### config.mk
export PLATFORM = sky130hd
export DESIGN_NAME = button_debouncer_flat
export DESIGN_NICKNAME = d
export VERILOG_FILES = /design/src/rtl/button_debouncer_if.sv /design/src/rtl/button_debouncer.sv /design/src/flat_wrapper.sv
export SDC_FILE = /design/constraint.sdc
export NUM_CORES = 1
export LEC_CHECK = 0
export CORE_UTILIZATION = 55
export CTS_BUF_LIST = sky130_fd_sc_hd__clkbuf_8
export CTS_CLUSTER_DIAMETER = 80
export CTS_CLUSTER_SIZE = 10
export DETAILED_ROUTE_END_ITERATION = 10
export GPL_TIMING_DRIVEN = 0
export PLACE_DENSITY_LB_ADDON = 0.08
export SETUP_SLACK_MARGIN = 0.5
export SLEW_MARGIN = 20
export SYNTH_ARGS = -nofsm -noshare
export SYNTH_HDL_FRONTEND = slang
export SYNTH_SLANG_ARGS = --single-unit
### constraint.sdc
create_clock -name clk -period 2.1 [get_ports clk]
set_clock_uncertainty 0.1 [all_clocks]
set_input_delay 0.21 -clock clk [delete_from_list [all_inputs] [get_ports clk]]
set_output_delay 0.21 -clock clk [all_outputs]
set_load 0.02 [all_outputs]
### src/rtl/button_debouncer_if.sv
// Button debouncer signal bundle: raw button level in, debounced level and event pulses out.
interface button_debouncer_if;
  logic din;
  logic db_level;
  logic db_rise;
  logic db_fall;
  logic long_press;

  modport master (
    output din,
    input  db_level,
    input  db_rise,
    input  db_fall,
    input  long_press
  );

  modport slave (
    input  din,
    output db_level,
    output db_rise,
    output db_fall,
    output long_press
  );
endinterface

### src/rtl/button_debouncer.sv
// Push-button debouncer: 2-flop sync, 4-state qualify FSM, registered level/edge pulses; latency DEBOUNCE_CYCLES+2.
// Optional long-press pulse compiled in with BUTTON_DEBOUNCER_LONGPRESS_EN; no backpressure (free-running).
module button_debouncer #(
  parameter int unsigned DEBOUNCE_CYCLES = 1000000,
  parameter logic [31:0] LONG_CYCLES     = 32'd200000000
) (
  input  logic                clk,
  input  logic                rst_n,
  button_debouncer_if.slave   bus
);

  localparam int CW = (DEBOUNCE_CYCLES > 2) ? $clog2(DEBOUNCE_CYCLES) : 1;
  localparam logic [CW-1:0] CNT_MAX = CW'(DEBOUNCE_CYCLES - 1);

  if (DEBOUNCE_CYCLES < 2 || DEBOUNCE_CYCLES > (1 << 24)) begin : g_bad_debounce
    $error("DEBOUNCE_CYCLES out of range 2..2^24");
  end
  if (LONG_CYCLES < 32'd2) begin : g_bad_long
    $error("LONG_CYCLES out of range 2..2^32-1");
  end

  typedef enum logic [1:0] {
    STABLE_LO,
    WAIT_HI,
    STABLE_HI,
    WAIT_LO
  } state_t;

  state_t        state, state_nxt;
  logic [CW-1:0] cnt, cnt_nxt;
  logic          s1, s2;
  logic          stable_level;
  logic          db_level_q, db_rise_q, db_fall_q;

  always_ff @(posedge clk or negedge rst_n) begin
    if (!rst_n) begin
      s1 <= 1'b0;
      s2 <= 1'b0;
    end else begin
      s1 <= bus.din;
      s2 <= s1;
    end
  end

  // Accepted level lives in the state encoding; db_level is its registered copy.
  assign stable_level = (state == STABLE_HI) || (state == WAIT_LO);

  always_ff @(posedge clk or negedge rst_n) begin
    if (!rst_n) begin
      state <= STABLE_LO;
      cnt   <= '0;
    end else begin
      state <= state_nxt;
      cnt   <= cnt_nxt;
    end
  end

  always_comb begin
    state_nxt = state;
    cnt_nxt   = cnt;
    case (state)
      STABLE_LO: begin
        if (s2) begin
          state_nxt = WAIT_HI;
          cnt_nxt   = CW'(1);
        end
      end
      WAIT_HI: begin
        if (!s2) begin
          state_nxt = STABLE_LO;
          cnt_nxt   = '0;
        end else if (cnt == CNT_MAX) begin
          state_nxt = STABLE_HI;
          cnt_nxt   = '0;
        end else begin
          cnt_nxt = cnt + CW'(1);
        end
      end
      STABLE_HI: begin
        if (!s2) begin
          state_nxt = WAIT_LO;
          cnt_nxt   = CW'(1);
        end
      end
      WAIT_LO: begin
        if (s2) begin
          state_nxt = STABLE_HI;
          cnt_nxt   = '0;
        end else if (cnt == CNT_MAX) begin
          state_nxt = STABLE_LO;
          cnt_nxt   = '0;
        end else begin
          cnt_nxt = cnt + CW'(1);
        end
      end
      default: begin
        state_nxt = STABLE_LO;
        cnt_nxt   = '0;
      end
    endcase
  end

  // Pulses coincide with the first cycle db_level shows its new value.
  always_ff @(posedge clk or negedge rst_n) begin
    if (!rst_n) begin
      db_level_q <= 1'b0;
      db_rise_q  <= 1'b0;
      db_fall_q  <= 1'b0;
    end else begin
      db_level_q <= stable_level;
      db_rise_q  <= stable_level & ~db_level_q;
      db_fall_q  <= ~stable_level & db_level_q;
    end
  end

  assign bus.db_level = db_level_q;
  assign bus.db_rise  = db_rise_q;
  assign bus.db_fall  = db_fall_q;

`ifdef BUTTON_DEBOUNCER_LONGPRESS_EN
  logic [31:0] long_cnt;
  logic        long_pulse;
  logic        rise_evt, fall_evt;

  assign rise_evt = stable_level & ~db_level_q;
  assign fall_evt = ~stable_level & db_level_q;

  // Counter parks at LONG_CYCLES so the pulse fires once per press.
  always_ff @(posedge clk or negedge rst_n) begin
    if (!rst_n) begin
      long_cnt   <= '0;
      long_pulse <= 1'b0;
    end else begin
      long_pulse <= 1'b0;
      if (rise_evt || fall_evt) begin
        long_cnt <= '0;
      end else if (stable_level && (long_cnt != LONG_CYCLES)) begin
        long_cnt   <= long_cnt + 32'd1;
        long_pulse <= (long_cnt == LONG_CYCLES - 32'd1);
      end
    end
  end

  assign bus.long_press = long_pulse;
`else
  assign bus.long_press = 1'b0;
`endif

endmodule

### src/flat_wrapper.sv
// flat-port wrapper written by rule: the top's interface ports become plain ports
module button_debouncer_flat 
#(
  parameter int unsigned DEBOUNCE_CYCLES = 1000000,
  parameter logic [31:0] LONG_CYCLES     = 32'd200000000
)
  (clk, rst_n, bus_din, bus_db_level, bus_db_rise, bus_db_fall, bus_long_press);
  button_debouncer_if bus_i ();
  input  logic clk;
  input  logic rst_n;
  input wire logic [$bits(bus_i.din)-1:0] bus_din;
  output wire logic [$bits(bus_i.db_level)-1:0] bus_db_level;
  output wire logic [$bits(bus_i.db_rise)-1:0] bus_db_rise;
  output wire logic [$bits(bus_i.db_fall)-1:0] bus_db_fall;
  output wire logic [$bits(bus_i.long_press)-1:0] bus_long_press;
  assign bus_i.din = bus_din;
  assign bus_db_level = bus_i.db_level;
  assign bus_db_rise = bus_i.db_rise;
  assign bus_db_fall = bus_i.db_fall;
  assign bus_long_press = bus_i.long_press;
  button_debouncer #(.DEBOUNCE_CYCLES(DEBOUNCE_CYCLES), .LONG_CYCLES(LONG_CYCLES)) u_core (.clk(clk), .rst_n(rst_n), .bus(bus_i));
endmodule
==> summary.txt <==
Synth
  • Count of flip-flops with a built-in enable after synthesis: 0
  • Primary FF master, synth: dfrtp_1
  • Count of cell types in the netlist: 41
  • Sequential cell area fraction in the yosys report: 0.467
  • Number of storage elements in the synthesis netlist: 27
  • Mapped Cells: 161
  • Proportion of synthesized flip-flops having asynchronous set or reset: 1.00
  • Syn Std Cell Area: 1450 sq um
  • Mean cell area of the mapped netlist: 8.99 sq um
  • Post-Synthesis Net Count: 165
  • Synthesis warning total: 0

Die
  • Die ar.: 2840 sq um
  • Top-level port count: 7
  • Initial Util: 0.584
  • Number of rows created at floorplan: 18
  • Core Area: 2480 sq um
  • Die X: 53.3 um
  • Die boundary height: 53.3 um

CTS
  • Clock buffers created by TritonCTS: 3
  • Deepest level of the CTS H-tree: 1
  • Clock tree from TritonCTS: done
  • Clock sink count: 27
  • Master cell of the clock root buffer: clkbuf_8
  • Clock Latency Late Sink: 0.28 ns
  • Clock slew at the register clock pins of the worst setup and hold paths: 0.10 ns
  • Max Root-Sink Buffers: 2

Global route
  • Total overflow reported by the global router: 0
  • Vias in the first global route: 1362
  • Total track usage: 0.344
  • Initial antenna violation count: 0
  • Pin count of the biggest net entering global routing: 28
  • First-pass GRT wire length: 6770 um

Worst setup path
  • WS Path Type: reg -> reg
  • Arrival time worst endpoint: 2.27 ns
  • Worst reg2reg path endpoint: u_core.cnt[19]
  • Worst reg-to-reg setup slack: -0.11 ns
  • Startpoint of the worst-slack reg-to-reg timing path: u_core.cnt[10]
  • Launching element type of the critical path: flop
  • Required time of the worst setup path: 2.16 ns
  • CP Capture Type: flop
  • Cells on worst reg2reg path: 6
  • Critical path peak fanout: 4

STA
  • Fmax: 0.453 GHz
  • Max Slew Vio Count: 0
  • Fin crit share: 1.05
  • Setup repair after global routing missed its margin: true
  • Worst Max-Slew Pin Slew: 0.610 ns
  • Final Hold Vio Count: 0
  • Worst max-slew margin expressed relative to the limit: 0.593
  • Setup WS post-layout: -0.108 ns
  • Setup violators final: 7
  • Fin crit period: 2.21 ns

Route
  • Via/cell ratio: 6.81
  • Wire per inst: 21.9 um
  • DRC viols: 0
  • Detailed Routing Iterations Pass 1: 5
  • Count of nets left with antenna violations after detail routing: 0
  • Final routed wirelength across all metal layers: 5080 um
  • Iteration-0 DRC count of the detailed router: 93
  • DR vias: 1581

Pwr
  • Largest vdd supply drop: 0.950 mV
  • Post-route total power: 2.03 mW
  • Pwr/cell area: 974 nW/um^2
  • Leakage power summed over all cells: 0.901 nW

Min path
  • Type of the most critical hold path: in -> reg
  • Launch point of the worst hold path: bus_din
  • Hold path cells: 1
  • Destination of the worst hold path: u_core.s1

Placement
  • Count of buffers from port buffering: 5
  • Worst slack at placement: -0.122 ns
  • RD Place Congestion: 0.925
  • HPWL after detailed placement: 2170 um

Finish
  • # diodes: 0
  • Layout cell share with drive strength beyond 1: 0.396
  • Area added between synthesis and finish: 43.9%
  • Nets: 207

Outcome
  • Outcome: finished, violations left
  • Violated checks: negative setup slack

Job
  • Number of max-cap violations: 0
==> layout by cell type, fill, tap and decap left out, types with 3 or more instances in the layout <==
cell and n:
o21ai_1 3, o211ai_1 3, nor2_1 7, a21oi_2 6, nand4_1 7, a21oi_1 4, or3_1 4, nand3_2 6
o21ai_0 3, inv_1 4, clkbuf_8 3, a21oi_4 3, dfrtp_1 21, buf_6 6, dfrtp_2 6, nand3_1 9
mux2i_1 4, nor2b_1 3, nand2_1 21, buf_4 25
==> area by class of cell <==
type                            instances  area [sq um]
Buffer                                  7          53.8
Clock buffer                            3          41.3
Clock inverter                          1          7.51
Fill cell                             129           394
Inverter                                4          15.0
Multi-Input combinational cell        124           933
Sequential cell                        27           683
Tap cell                               30          37.5
Timing Repair Buffer                   36           312
==> sequential cells by signal, summed over array words and instances (netlist names), named ones only <==
name / count
u_core.s2: 1
u_core.bus.db_rise: 1
u_core.bus.db_fall: 1
u_core.bus.db_level: 1
u_core.s1: 1
u_core.state: 1
u_core.cnt: 20
==> routing by layer <==
metal | share of wire | wire length (um) | global-route usage | vias up
met5 | 0 | 0 | 0 | -
met4 | 0.046 | 231 | 0.167 | 0
met3 | 0.12 | 596 | 0.0948 | 30
met2 | 0.48 | 2430 | 0.523 | 140
met1 | 0.36 | 1810 | 0.445 | 738
li1 | - | - | - | 673
==> critical path: stages (launching register included) <==
cell      delay, ns
dfrtp_1        0.43
or4b_4         0.56
or4_4          0.46
nor3_4         0.22
buf_6          0.15
or3_1          0.10
o211ai_1       0.08
==> Yosys cell counts (3+ instances only) <==
library cell,instances,area (sq um)
nor3_1,4,20.0
dfrtp_1,27,676
nor4_1,3,18.8
a21oi_1,11,55.1
inv_1,4,15.0
nand4_1,7,43.8
mux2i_1,4,40.0
nand2_1,24,90.1
nor2b_1,3,18.8
nand3_1,15,75.1
nor2_1,9,33.8
o211ai_1,3,22.5
or3_1,5,31.3
o21ai_0,7,35.0
clkbuf_1,5,18.8
==> how the worst max path moves through the flow <==
| stage | from | endpoint | slack (ns) | cells after the start |
|---|---|---|---|---|
| floorplan | u_core.cnt[13] | u_core.cnt[9] | 0.06 | 5 |
| global placement | u_core.cnt[13] | u_core.cnt[9] | -0.08 | 5 |
| detailed placement | u_core.cnt[13] | u_core.cnt[9] | -0.12 | 5 |
| CTS | u_core.cnt[15] | u_core.cnt[19] | -0.001 | 6 |
| global route | u_core.cnt[1] | u_core.cnt[14] | -0.14 | 8 |
| finish | u_core.cnt[10] | u_core.cnt[19] | -0.11 | 6 |
==> stage by stage <==
stage	TNS [ns]	hold slack, ns	area, sq um	utilization	cells
2_1_floorplan	0	-0.186	1480	-	161
3_3_place_gp	-0.141	0.240	1570	0.634	196
3_5_place_dp	-0.272	0.154	1570	0.632	196
4_1_cts	-0.00146	0.255	1960	0.790	225
5_1_grt	-1.70	0.256	2080	0.841	232
6_report	-0.388	0.258	2080	0.841	232
==> report_power, final <==
group / switching [mW] / leakage (nW) / internal, mW
clock: 0.176 / 0.0217 / 0.135
sequential: 0.0959 / 0.352 / 0.592
combinational: 0.549 / 0.528 / 0.482
==> logic make-up (layout without fill, tap and decap cells) <==
logic type,count (synthesis),in the layout,share of synthesized area
multiplexers,4,4,0.0277
XOR/XNOR,2,2,0.0121
AO/OA/AOI/OAI,32,33,0.137
adder cells (fa/ha/maj),1,1,0.00864
AND/OR/NAND/NOR,83,83,0.309
flip-flops,27,27,0.467
other,1,1,0.00259
buffers and inverters,11,51,0.0363
==> what timing repair did <==
action / in CTS / in global routing
setup endpoints to repair: 22 / 24
gates cloned: 2 / 0
pin swaps: 12 / 3
hold endpoints to repair: 27 / 0
buffers inserted: 22 / 7
gates resized for setup: 36 / 21
hold buffers: 1 / 0
(Power assumes the default switching activity.)
